**src/rtl/alu_pkg.sv**
```systemverilog
// Shared types for the ALU execution controller: ALU function codes,
// the captured flag layout and the controller state encoding.
package alu_pkg;

    // Register index width (8 architectural registers).
    localparam int IDX_W = 3;

    // ALU function codes; 3'b011 is deliberately absent and treated as illegal.
    typedef enum logic [2:0] {
        OP_AND = 3'b000,
        OP_OR  = 3'b001,
        OP_ADD = 3'b010,
        OP_XOR = 3'b100,
        OP_NOR = 3'b101,
        OP_SUB = 3'b110,
        OP_SLT = 3'b111
    } alu_op_t;

    // Flag vector as presented on resp_flags: {N,V,C,Z}.
    typedef struct packed {
        logic n;
        logic v;
        logic c;
        logic z;
    } alu_flags_t;

    // Controller states: one command in flight at a time.
    typedef enum logic [1:0] {
        IDLE = 2'b00,
        EXEC = 2'b01,
        RESP = 2'b10
    } state_t;

    // True when the function code names a real ALU operation.
    function automatic logic op_legal(input logic [2:0] f);
        case (f)
            OP_AND, OP_OR, OP_ADD, OP_XOR,
            OP_NOR, OP_SUB, OP_SLT:        op_legal = 1'b1;
            default:                       op_legal = 1'b0;
        endcase
    endfunction

endpackage

```
**src/rtl/alu_regfile.sv**
```systemverilog
// Register file: NREGS x WIDTH, two asynchronous read ports, one
// synchronous write port. Register 0 is hardwired to zero.
module alu_regfile
    import alu_pkg::*;
#(
    parameter int WIDTH = 16,
    parameter int NREGS = 8,
    parameter int IW    = IDX_W
) (
    input  logic             clk,
    input  logic             reset,
    input  logic [IW-1:0]    ra_addr_i,
    output logic [WIDTH-1:0] ra_data_o,
    input  logic [IW-1:0]    rb_addr_i,
    output logic [WIDTH-1:0] rb_data_o,
    input  logic             we_i,
    input  logic [IW-1:0]    wa_i,
    input  logic [WIDTH-1:0] wd_i
);

    logic [WIDTH-1:0] regs_q [NREGS];

    // Clear everything on reset; otherwise write, ignoring register 0.
    always_ff @(posedge clk) begin
        if (reset) begin
            for (int i = 0; i < NREGS; i++) begin
                regs_q[i] <= '0;
            end
        end else if (we_i && (wa_i != '0)) begin
            regs_q[wa_i] <= wd_i;
        end
    end

    // Reads are combinational; register 0 always reads as zero.
    assign ra_data_o = (ra_addr_i == '0) ? '0 : regs_q[ra_addr_i];
    assign rb_data_o = (rb_addr_i == '0) ? '0 : regs_q[rb_addr_i];

endmodule

```
**src/rtl/alu_exec_ctrl.sv**
```systemverilog
// ALU execution controller: accepts one register-to-register command,
// drives an external combinational ALU for one cycle, writes the result
// back and presents it on a valid/ready response channel.
module alu_exec_ctrl
    import alu_pkg::*;
#(
    parameter int WIDTH = 16,
    parameter int NREGS = 8
) (
    input  logic             clk,
    input  logic             reset,
    input  logic             cmd_valid,
    output logic             cmd_ready,
    input  logic [2:0]       cmd_f,
    input  logic [IDX_W-1:0] cmd_rd,
    input  logic [IDX_W-1:0] cmd_rs,
    input  logic [IDX_W-1:0] cmd_rt,
    input  logic             cmd_imm_en,
    input  logic [WIDTH-1:0] cmd_imm,
    output logic [WIDTH-1:0] alu_a,
    output logic [WIDTH-1:0] alu_b,
    output logic [2:0]       alu_f,
    input  logic [WIDTH-1:0] alu_y,
    input  logic             alu_zero,
    input  logic             alu_carry,
    input  logic             alu_overflow,
    output logic             resp_valid,
    input  logic             resp_ready,
    output logic [WIDTH-1:0] resp_y,
    output logic [3:0]       resp_flags,
    output logic             resp_err
);

    state_t           state_q, state_d;
    logic [2:0]       f_q;
    logic [IDX_W-1:0] rd_q, rs_q, rt_q;
    logic             imm_en_q;
    logic [WIDTH-1:0] imm_q;
    logic [WIDTH-1:0] y_q;
    alu_flags_t       flags_q;
    logic             err_q;

    logic [WIDTH-1:0] rs_data, rt_data;
    logic             legal;
    logic             accept;
    logic             wr_en;

    assign legal = op_legal(f_q);

    // Operands are read from the register file before the EXEC-edge write,
    // so rd == rs/rt sees the old value.
    alu_regfile #(
        .WIDTH (WIDTH),
        .NREGS (NREGS),
        .IW    (IDX_W)
    ) u_regfile (
        .clk       (clk),
        .reset     (reset),
        .ra_addr_i (rs_q),
        .ra_data_o (rs_data),
        .rb_addr_i (rt_q),
        .rb_data_o (rt_data),
        .we_i      (wr_en),
        .wa_i      (rd_q),
        .wd_i      (alu_y)
    );

    // Next-state, handshake and ALU drive; everything defaults to idle/zero.
    always_comb begin
        state_d    = state_q;
        cmd_ready  = 1'b0;
        resp_valid = 1'b0;
        accept     = 1'b0;
        wr_en      = 1'b0;
        alu_a      = '0;
        alu_b      = '0;
        alu_f      = '0;
        case (state_q)
            IDLE: begin
                cmd_ready = 1'b1;
                if (cmd_valid) begin
                    accept  = 1'b1;
                    state_d = EXEC;
                end
            end
            EXEC: begin
                alu_a   = rs_data;
                alu_b   = imm_en_q ? imm_q : rt_data;
                alu_f   = f_q;
                wr_en   = legal;
                state_d = RESP;
            end
            RESP: begin
                resp_valid = 1'b1;
                if (resp_ready) begin
                    state_d = IDLE;
                end
            end
            default: state_d = IDLE;
        endcase
    end

    // State, command capture on accept and result capture at the end of EXEC.
    always_ff @(posedge clk) begin
        if (reset) begin
            state_q  <= IDLE;
            f_q      <= '0;
            rd_q     <= '0;
            rs_q     <= '0;
            rt_q     <= '0;
            imm_en_q <= 1'b0;
            imm_q    <= '0;
            y_q      <= '0;
            flags_q  <= '0;
            err_q    <= 1'b0;
        end else begin
            state_q <= state_d;
            if (accept) begin
                f_q      <= cmd_f;
                rd_q     <= cmd_rd;
                rs_q     <= cmd_rs;
                rt_q     <= cmd_rt;
                imm_en_q <= cmd_imm_en;
                imm_q    <= cmd_imm;
            end
            if (state_q == EXEC) begin
                if (legal) begin
                    y_q     <= alu_y;
                    flags_q <= '{n: alu_y[WIDTH-1], v: alu_overflow,
                                 c: alu_carry,      z: alu_zero};
                    err_q   <= 1'b0;
                end else begin
                    y_q     <= '0;
                    flags_q <= '0;
                    err_q   <= 1'b1;
                end
            end
        end
    end

    assign resp_y     = y_q;
    assign resp_flags = flags_q;
    assign resp_err   = err_q;

endmodule

```
**config.mk**
```make
export PLATFORM = sky130hd
export DESIGN_NAME = alu_exec_ctrl
export DESIGN_NICKNAME = d
export VERILOG_FILES = /design/src/rtl/alu_pkg.sv /design/src/rtl/alu_regfile.sv /design/src/rtl/alu_exec_ctrl.sv
export SDC_FILE = /design/constraint.sdc
export NUM_CORES = 1
export LEC_CHECK = 0
export ABC_CLOCK_PERIOD_IN_PS = 5600
export CORE_MARGIN = 3
export CORE_UTILIZATION = 40
export CTS_CLUSTER_DIAMETER = 60
export CTS_CLUSTER_SIZE = 25
export DETAILED_ROUTE_END_ITERATION = 7
export SYNTH_ARGS = -nofsm -noshare
export SYNTH_HDL_FRONTEND = slang
export SYNTH_SLANG_ARGS = --single-unit
```
**constraint.sdc**
```tcl
create_clock -name clk -period 5.6 [get_ports clk]
set_input_delay 0.56 -clock clk [delete_from_list [all_inputs] [get_ports clk]]
set_output_delay 0.56 -clock clk [all_outputs]
set_load 0.1 [all_outputs]
```
==> run_results.csv, run 1 <==
group,metric,value,unit
global_routing,grt_max_degree,51,
pwr,peakVddDrop,0.197,mV
drt,wl_per_cell,22.1,µm
global_routing,grt_use_total,0.205,
clock_tree,postCtsHoldBufs,0,
timing,setup_viol,0,
floorplan,die_y,154,µm
floorplan,row_count,53,
timing,slew_headroom,0.277,
worst_setup_path,cpMaxStageDelayCell,"clkdlybuf4s50_1",
synthesis,yosysMostFrequentCell,"nor2_1",
global_routing,overflow,0,
worst_setup_path,critPathLaunchType,"flip-flop",
finish,antennaDiodeCount,0,
worst_setup_path,cp_cell_sequence,"buf_4 -> mux2_2 -> o22ai_1 -> o31ai_2 -> clkdlybuf4s50_1",
min_path,whs_path_depth,2,
placement,pre_cts_ws,1.91,ns
synthesis,synth_top_area_cell,"edfxtp_1",
synthesis,ys_seq_elements,185,
floorplan,dieArea,23600,µm²
synthesis,yosys.area.top_type_share,0.442,
pwr,pwr_density_cell,304,nW/µm²
worst_setup_path,cp_data_arrival_time,3.58,ns
clock_tree,htree_levels,4,
floorplan,initial_utilization,0.410,
timing,maxSlewViolCount,0,
timing,fmax,0.241,GHz
global_routing,antenna_found_initial,0,
job,maxCapViolCount,0,
worst_setup_path,rr_worst_depth,4,
floorplan,die_w,154,µm
synthesis,synth_ff_type,"edfxtp_1",
run_status,status,"completed",
synthesis,async_flop_share,0,
timing,worst_slack,1.46,ns
synthesis,synth_warnings,0,
synthesis,syn_area,8700,µm²
finish,area_growth,22.5,%
finish,fin_nets,855,
pwr,power_leakage,3.69,nW
floorplan,core_area,21200,µm²
min_path,hp-class,"reg2reg",
clock_tree,post_cts_resized,0,
synthesis,yosys-top-cells-area,"edfxtp_1 (44%), dfxtp_1 (13%), mux2i_1 (8.9%)",
synthesis,avgSynthCellArea,12.5,µm²
timing,hold_ws,0.464,ns
drt,drtAntennaViolNets,0,
drt,dr.pass1.iters,5,
pwr,total_power,3.24,mW
timing,period_share,0.740,
timing,period_needed,4.14,ns
drt,drt-initial-drc-count,406,
clock_tree,cts_buffer_depth,2,
worst_setup_path,path_class,"reg2out",
drt,drc,0,
finish,fillCellCount,1882,
worst_setup_path,max_stage_delay,1.19,ns
placement,io_buffers,109,
placement,gp_congestion,0.873,
finish,drive_gt1_frac,0.167,
clock_tree,cts.sinks,185,
clock_tree,numCtsBuffers,17,
floorplan,io_pins,110,
worst_setup_path,cp_data_required_time,5.04,ns
global_routing,grt_pass1_wl,37.1,mm
clock_tree,cts-root-buf,"clkbuf_16",
worst_setup_path,path_max_fanout,27,
clock_tree,cts_tree,"yes",
timing,tns,0,ns
clock_tree,cts.clk_slew.worst_paths,0.07,ns
global_routing,grt_pass1_vias,6227,
timing,worst_pin_slew,1.08,ns
synthesis,synth_common_cells,"nor2_1 (159), edfxtp_1 (128), mux2i_1 (77), dfxtp_1 (57), nand2_1 (49)",
timing,hold_viol_final,0,
clock_tree,cts_setup_buffers,0,
clock_tree,clock_latency,0.44,ns
timing,skew,0.0127,ns
drt,viasPerCell,5.49,
timing,rsz0062_at_grt,"false",
drt,num_vias,5987,
synthesis,syn_inst,695,
worst_setup_path,critPathCaptureType,"output pin",
drt,wirelength,24.1,mm
synthesis,synth.distinct_cells,38,
synthesis,synth_edf_count,128,
synthesis,seq_area_frac_synth,0.573,
placement,hpwlAfterDp,16.1,mm
cell families after synthesis:
| group | count (synthesis) | share of synthesized area |
|---|---|---|
| and+or+nand+nor | 234 | 0.112 |
| buffers and inverters | 57 | 0.0299 |
| muxes | 141 | 0.213 |
| DFF | 185 | 0.573 |
| AOI/OAI and AO/OA | 77 | 0.0726 |
| other | 1 | 0.000431 |
sequential cells by signal, summed over array words and instances (netlist names), 3 cells and up, named ones only:
register and cells:
f_q 3, imm_q 16, rd_q 3, resp_flags 3, resp_y 16, rs_q 3
rt_q 3, u_regfile.regs_q 128
layout make-up:
cell class              instances  area, µm²  share of cell area
repair buffers                129       1240               0.116
well taps                     275        344              0.0323
clock buffers                  18        429              0.0403
clock inverters                14        123              0.0115
inverters                       2       7.51            0.000704
flip-flops and latches        185       4990               0.468
multi-input cells             468       3530               0.331
worst paths after layout:
kind	start	endpoint	slack [ns]
max	flip-flop	alu_b[9]	1.46
min	resp_err	resp_err	0.46
max reg2reg	state_q[0]	u_regfile.regs_q[4][6]	2.88
min reg2reg	resp_err	resp_err	0.46
metal layers:
metal / global-route usage / part of all wire / up-vias
met5: 0 / 0 / -
met4: 0.0513 / 0.015 / 0
met3: 0.0414 / 0.057 / 34
met2: 0.331 / 0.47 / 206
met1: 0.288 / 0.45 / 2991
li1: - / - / 2756
worst max-delay path, delay by kind of cell, from the launching register on:
family	cells	cell delay [ns]
AOI/OAI and AO/OA	2	0.41
buffers and inverters	2	1.68
muxes	1	0.23
DFF	1	0.80
metrics by stage:
step / instance area, µm² / cells / utilization
finish: 10700 / 1091 / 0.502
global route: 10700 / 1091 / 0.502
CTS: 10700 / 1091 / 0.502
detailed placement: 10100 / 1059 / 0.476
global placement: 10100 / 1059 / 0.476
floorplan: 8760 / 710 / -
power by group:
group	leakage (nW)	total, mW	internal (mW)	switching (mW)
registers	1.78	1.58	1.52	0.0575
clock network	0.272	1.15	0.615	0.534
logic	1.64	0.509	0.194	0.315
total	3.69	3.24	2.33	0.906
cell usage in the layout, fill, tap and decap left out, types with 3 or more instances in the layout:
cell | synthesis | final
a22o_1 | 34 | 34
and2_1 | 5 | 5
buf_4 | 1 | 20
clkbuf_16 | 0 | 17
clkdlybuf4s50_1 | 0 | 108
clkinv_2 | 0 | 4
clkinv_4 | 0 | 4
conb_1 | 1 | 16
dfxtp_1 | 57 | 54
dfxtp_2 | 0 | 3
edfxtp_1 | 128 | 128
inv_6 | 0 | 3
mux2_2 | 32 | 32
mux2i_1 | 77 | 77
mux4_2 | 32 | 32
nand2_1 | 49 | 49
nor2_1 | 159 | 159
o21ai_1 | 0 | 6
o22ai_1 | 15 | 15
o31ai_1 | 7 | 6
o31ai_2 | 10 | 11
(Power assumes the default switching activity.)
==> run 2: changes to the inputs <==
--- a/config.mk
+++ b/config.mk
@@ -5,7 +5,7 @@
 export SDC_FILE = /design/constraint.sdc
 export NUM_CORES = 1
 export LEC_CHECK = 0
-export ABC_CLOCK_PERIOD_IN_PS = 5600
+export ABC_CLOCK_PERIOD_IN_PS = 4200
 export CORE_MARGIN = 3
 export CORE_UTILIZATION = 40
 export CTS_CLUSTER_DIAMETER = 60
==> constraint.sdc (replaced) <==
create_clock -name clk -period 4.2 [get_ports clk]
set_input_delay 0.42 -clock clk [delete_from_list [all_inputs] [get_ports clk]]
set_output_delay 0.42 -clock clk [all_outputs]
set_load 0.1 [all_outputs]
==> run 2 against run 1 <==
  * Worst hold slack worse by 0.00062 ns
  * Register-to-register slack got worse by 1.1 ns
  * Combinational power is 35% higher
  * Design area about the same
  * Power increased by 33%
  * Critical endpoint is now alu_a[9]
  * Highest routed layer unchanged
==> run_results.csv, run 2 (synthesis gave the netlist of run 1 again) <==
group,metric,value,unit
floorplan,core_area,21200,µm²
finish,drive_gt1_frac,0.188,
floorplan,initial_utilization,0.410,
clock_tree,post_cts_resized,0,
pwr,pwr_density_cell,405,nW/µm²
worst_setup_path,regToRegStartpoint,"state_q[0]",
pwr,power_frac_clock,0.355,
global_routing,grt_pass1_wl,37.7,mm
min_path,hp-class,"reg2reg",
clock_tree,postCtsHoldBufs,0,
clock_tree,cts_setup_buffers,0,
finish,fin_nets,858,
finish,final_cell_mix,"nor2_1 (159), edfxtp_1 (128), clkdlybuf4s50_1 (92)",
run_status,status,"completed",
timing,setup_viol,0,
drt,drtAntennaViolNets,0,
global_routing,overflow,0,
floorplan,die_y,154,µm
worst_setup_path,path_class,"reg2out",
pwr,p_comb_frac,0.158,
timing,tns,0,ns
pwr,sw_frac_of_total,0.276,
global_routing,antenna_found_initial,0,
worst_setup_path,cp.depth,5,
pwr,power.switching,1.19,mW
drt,dr.pass1.iters,4,
pwr,p_seq_frac,0.486,
finish,utilization,0.502,
placement,gp_congestion,0.878,
clock_tree,htree_levels,4,
floorplan,io_pins,110,
clock_tree,cts.clk_slew.worst_paths,0.07,ns
finish,largest_register_ffs,128,
finish,antennaDiodeCount,0,
drt,wl_per_cell,22.2,µm
drt,drt-initial-drc-count,569,
worst_setup_path,critPathLaunchType,"flip-flop",
timing,hold_viol_final,0,
worst_setup_path,critical_path.n_buffers_inverters,2,
worst_setup_path,max_stage_delay,0.97,ns
drt,wirelength,24.3,mm
placement,hpwlAfterDp,16.6,mm
clock_tree,cts-root-buf,"clkbuf_16",
finish,final_common_cell,"nor2_1",
clock_tree,cts_tree,"yes",
global_routing,grt_use_total,0.208,
timing,period_needed,3.57,ns
clock_tree,cts.sinks,185,
worst_setup_path,rr_worst_depth,4,
clock_tree,numCtsBuffers,17,
pwr,power_leakage,3.75,nW
worst_setup_path,r2r-end,"u_regfile.regs_q[4][7]",
clock_tree,cts_buffer_depth,2,
worst_setup_path,critPathCaptureType,"output pin",
finish,area_growth,22.5,%
worst_setup_path,cp_data_required_time,3.78,ns
timing,rsz0062_at_grt,"false",
pwr,internal_power,3.13,mW
global_routing,grt_max_degree,50,
timing,period_share,0.850,
finish,final_cell_area,10700,µm²
timing,skew,0.0106,ns
drt,drc,0,
timing,slew_headroom,0.328,
timing,maxSlewViolCount,0,
worst_setup_path,path_max_fanout,10,
global_routing,grt_pass1_vias,6306,
placement,io_buffers,109,
floorplan,die_w,154,µm
pwr,peakVddDrop,0.260,mV
job,maxCapViolCount,0,
worst_setup_path,cp_data_arrival_time,3.15,ns
worst_setup_path,crit_family,"buffers and inverters",
placement,dpl_cell_area,10100,µm²
worst_setup_path,crit_path_end,"alu_a[9]",
floorplan,row_count,53,
timing,hold_ws,0.464,ns
timing,fmax,0.280,GHz
drt,num_vias,6064,
clock_tree,clock_latency,0.43,ns
finish,top_register,"u_regfile.regs_q",
timing,worst_pin_slew,1.01,ns
drt,viasPerCell,5.54,
worst_setup_path,worst-r2r-setup-slack,1.75,ns
floorplan,dieArea,23600,µm²
worst_setup_path,cp_cell_sequence,"buf_4 -> mux4_2 -> mux2i_1 -> nor2_1 -> clkdlybuf4s50_1",
worst_setup_path,cpMaxStageDelayCell,"clkdlybuf4s50_1",
-- run 2: cell types whose count changed in the layout (fill, tap and decap cells not counted), sizes merged --
cell | previous run | this run
clkinvlp | 1 | 0
buf | 21 | 40
clkdlybuf4s50 | 108 | 92
bufinv | 1 | 0
clkbuf | 18 | 21
inv | 5 | 7
clkinv | 9 | 6
-- run 2: area by class of cell --
cell class | instances | area [µm²]
fillers | 1842 | 10600
flip-flops and latches | 185 | 4990
multi-input cells | 468 | 3530
repair buffers | 132 | 1230
clock buffers | 21 | 482
well taps | 275 | 344
clock inverters | 11 | 82.6
inverters | 2 | 7.51
-- run 2: stage by stage --
step | power, mW | std cells | setup slack (ns)
final | 4.32 | 1094 | 0.628
after global placement | 2.81 | 1062 | 1.09
after CTS | 4.34 | 1094 | 0.582
after floorplan | 2.60 | 710 | 0.467
after global routing | 4.47 | 1094 | 0.451
after detailed placement | 2.82 | 1062 | 1.05
-- run 2: worst register-to-register path, cell delays in order (launching register included) --
cell and delay, ns:
dfxtp_1 0.51, nor3b_2 0.37, nand4b_1 0.43, o21ai_1 0.51
buf_4 0.32
-- run 2: power by group through the flow --
| stage | Clock [mW] | Sequential [mW] | Combinational (mW) |
|---|---|---|---|
| finish | 1.53 | 2.10 | 0.685 |
| global route | 1.64 | 2.11 | 0.724 |
| CTS | 1.56 | 2.10 | 0.687 |
| detailed placement | 0 | 2.14 | 0.683 |
| global placement | 0 | 2.13 | 0.674 |
| floorplan | 0 | 2.17 | 0.429 |
-- run 2: worst min-delay path by stage --
stage	startpoint	end	slack, ns	cells after the start
floorplan	imm_q[0]	imm_q[0]	0.46	2
global placement	resp_err	resp_err	0.45	2
detailed placement	resp_y[0]	resp_y[0]	0.45	1
CTS	resp_err	resp_err	0.47	2
global route	resp_err	resp_err	0.48	2
finish	resp_err	resp_err	0.46	2
-- run 2: per-layer routing --
metal,up-vias,global-route usage,wire (µm),share of wire
met4,0,0.0652,406,0.017
met2,217,0.333,11400,0.47
met1,3051,0.291,11000,0.45
met5,-,0,0,0
li1,2769,-,-,-
met3,27,0.0377,1550,0.064
==> run 3: changes to the inputs <==
--- a/config.mk
+++ b/config.mk
@@ -5,11 +5,11 @@
 export SDC_FILE = /design/constraint.sdc
 export NUM_CORES = 1
 export LEC_CHECK = 0
-export ABC_CLOCK_PERIOD_IN_PS = 4200
+export ABC_CLOCK_PERIOD_IN_PS = 4500
 export CORE_MARGIN = 3
 export CORE_UTILIZATION = 40
 export CTS_CLUSTER_DIAMETER = 60
-export CTS_CLUSTER_SIZE = 25
+export CTS_CLUSTER_SIZE = 40
 export DETAILED_ROUTE_END_ITERATION = 7
 export SYNTH_ARGS = -nofsm -noshare
 export SYNTH_HDL_FRONTEND = slang
==> constraint.sdc (replaced) <==
create_clock -name clk -period 4.5 [get_ports clk]
set_input_delay 0.45 -clock clk [delete_from_list [all_inputs] [get_ports clk]]
set_output_delay 0.45 -clock clk [all_outputs]
set_load 0.1 [all_outputs]
==> run 3 against run 2 <==
  * Sequential power decreased by 7%
  * Clock-buffer cell count decreased by 1
  * Final cell count about the same
  * First-iteration DRC count decreased by 22%
  * Setup slack improved by 0.061 ns
  * Via count decreased by 1.0%
  * Power decreased by 4.9%
  * Flip-flop and latch count unchanged
  * Combinational power decreased by 6.3%
  * Largest cell class unchanged
  * Global-route usage decreased by 0.35 points
  * Core utilization increased by 0.053 points
==> run_results.csv, run 3 (synthesis gave the netlist of run 1 again) <==
group,metric,value,unit
run_status,status,"completed",
worst_setup_path,crit_family,"buffers and inverters",
timing,fmax,0.262,GHz
floorplan,die_w,154,µm
finish,fin_nets,857,
drt,wl_per_cell,21.9,µm
drt,drt-initial-drc-count,445,
pwr,peakVddDrop,0.222,mV
floorplan,die_y,154,µm
timing,period_needed,3.81,ns
clock_tree,cts.clk_slew.worst_paths,0.07,ns
drt,viasPerCell,5.49,
clock_tree,htree_levels,4,
timing,period_share,0.847,
global_routing,overflow,0,
finish,antennaDiodeCount,0,
min_path,worstHoldStart,"resp_err",
job,maxCapViolCount,0,
pwr,power_leakage,3.75,nW
timing,hold_viol_final,0,
timing,skew,0.0136,ns
finish,utilization,0.503,
worst_setup_path,critical_path.n_buffers_inverters,2,
placement,gp_congestion,0.814,
global_routing,grt_pass1_wl,37.0,mm
pwr,pwr_density_cell,385,nW/µm²
finish,largest_register_ffs,128,
worst_setup_path,path_class,"reg2out",
worst_setup_path,cp_data_arrival_time,3.36,ns
clock_tree,cts_setup_buffers,0,
finish,top_register,"u_regfile.regs_q",
timing,rsz0062_at_grt,"false",
timing,tns,0,ns
clock_tree,post_cts_resized,0,
worst_setup_path,critPathLaunchType,"flip-flop",
timing,worst_pin_slew,1.05,ns
worst_setup_path,path_max_fanout,14,
clock_tree,postCtsHoldBufs,0,
worst_setup_path,max_stage_delay,1.02,ns
worst_setup_path,critPathCaptureType,"output pin",
min_path,hp-class,"reg2reg",
drt,drc,0,
floorplan,core_area,21200,µm²
worst_setup_path,cp_data_required_time,4.05,ns
clock_tree,cts.sinks,185,
floorplan,initial_utilization,0.410,
placement,hpwlAfterDp,16.1,mm
clock_tree,cts_tree,"yes",
global_routing,grt_pass1_vias,6149,
finish,drive_gt1_frac,0.186,
finish,final_cell_mix,"nor2_1 (159), edfxtp_1 (128), clkdlybuf4s50_1 (92)",
floorplan,io_pins,110,
drt,dr.pass1.iters,5,
drt,drtAntennaViolNets,0,
timing,slew_headroom,0.301,
clock_tree,clock_latency,0.44,ns
worst_setup_path,cpMaxStageDelayCell,"clkdlybuf4s50_1",
global_routing,antenna_found_initial,0,
finish,final_common_cell,"nor2_1",
floorplan,dieArea,23600,µm²
clock_tree,numCtsBuffers,17,
finish,area_growth,22.6,%
placement,io_buffers,109,
drt,wirelength,23.9,mm
clock_tree,cts-root-buf,"clkbuf_16",
worst_setup_path,regToRegStartpoint,"state_q[0]",
worst_setup_path,cp_cell_sequence,"buf_4 -> mux4_2 -> mux2i_1 -> nor2_1 -> clkdlybuf4s50_1",
timing,setup_viol,0,
global_routing,grt_use_total,0.205,
clock_tree,cts_buffer_depth,2,
timing,worst_slack,0.690,ns
global_routing,grt_max_degree,65,
drt,num_vias,6001,
floorplan,row_count,53,
timing,maxSlewViolCount,0,
placement,pre_cts_ws,1.11,ns
-- run 3: cell count changes in the layout (fill, tap and decap cells not counted) --
cell | before | now
bufinv_16 | 0 | 2
clkinv_2 | 3 | 1
buf_12 | 1 | 0
clkbuf_1 | 1 | 2
clkbuf_16 | 18 | 17
clkbuf_8 | 2 | 1
clkinv_4 | 3 | 2
clkinvlp_4 | 0 | 1
inv_6 | 4 | 5
o31ai_2 | 11 | 10
o31ai_4 | 0 | 1
-- run 3: layer usage --
layer / vias to the layer above / track usage / wire length, µm
met5: - / 0 / 0
met4: 0 / 0.0547 / 332
met3: 22 / 0.0360 / 1670
met2: 244 / 0.334 / 11300
met1: 2964 / 0.285 / 10600
li1: 2771 / - / -
-- run 3: final timing paths --
path                                  to  slack, ns  depth (start not counted)
setup / recovery               alu_a[13]       0.69                          5
hold / removal                  resp_err       0.46                          2
setup reg to reg  u_regfile.regs_q[5][2]       1.61                          4
hold reg to reg                 resp_err       0.46                          2
-- run 3: worst register-to-register path: stages, from the launching register on --
cell      delay (ns)
dfxtp_1         0.49
nor3b_2         0.37
nand4b_1        0.74
o21ai_1         0.58
buf_4           0.38
-- run 3: report_power, final --
part,leakage (nW),switching [mW],internal [mW]
logic,1.68,0.400,0.242
clock network,0.287,0.668,0.844
registers,1.78,0.0576,1.90
-- run 3: area by class of cell --
cell class                      count  area [µm²]
Fill cell                        1841       10500
Sequential cell                   185        4990
Multi-Input combinational cell    468        3540
Timing Repair Buffer              131        1210
Clock buffer                       20         447
Tap cell                          275         344
Clock inverter                     12         140
Inverter                            2        7.51
-- run 3: per-stage QoR --
stage               area (µm²)  hold slack [ns]  power, mW  std cells
floorplan                 8760            0.460       2.43        710
global placement         10100            0.448       2.62       1061
detailed placement       10100            0.448       2.63       1061
CTS                      10700            0.459       4.13       1093
global route             10700            0.479       4.25       1093
finish                   10700            0.459       4.11       1093
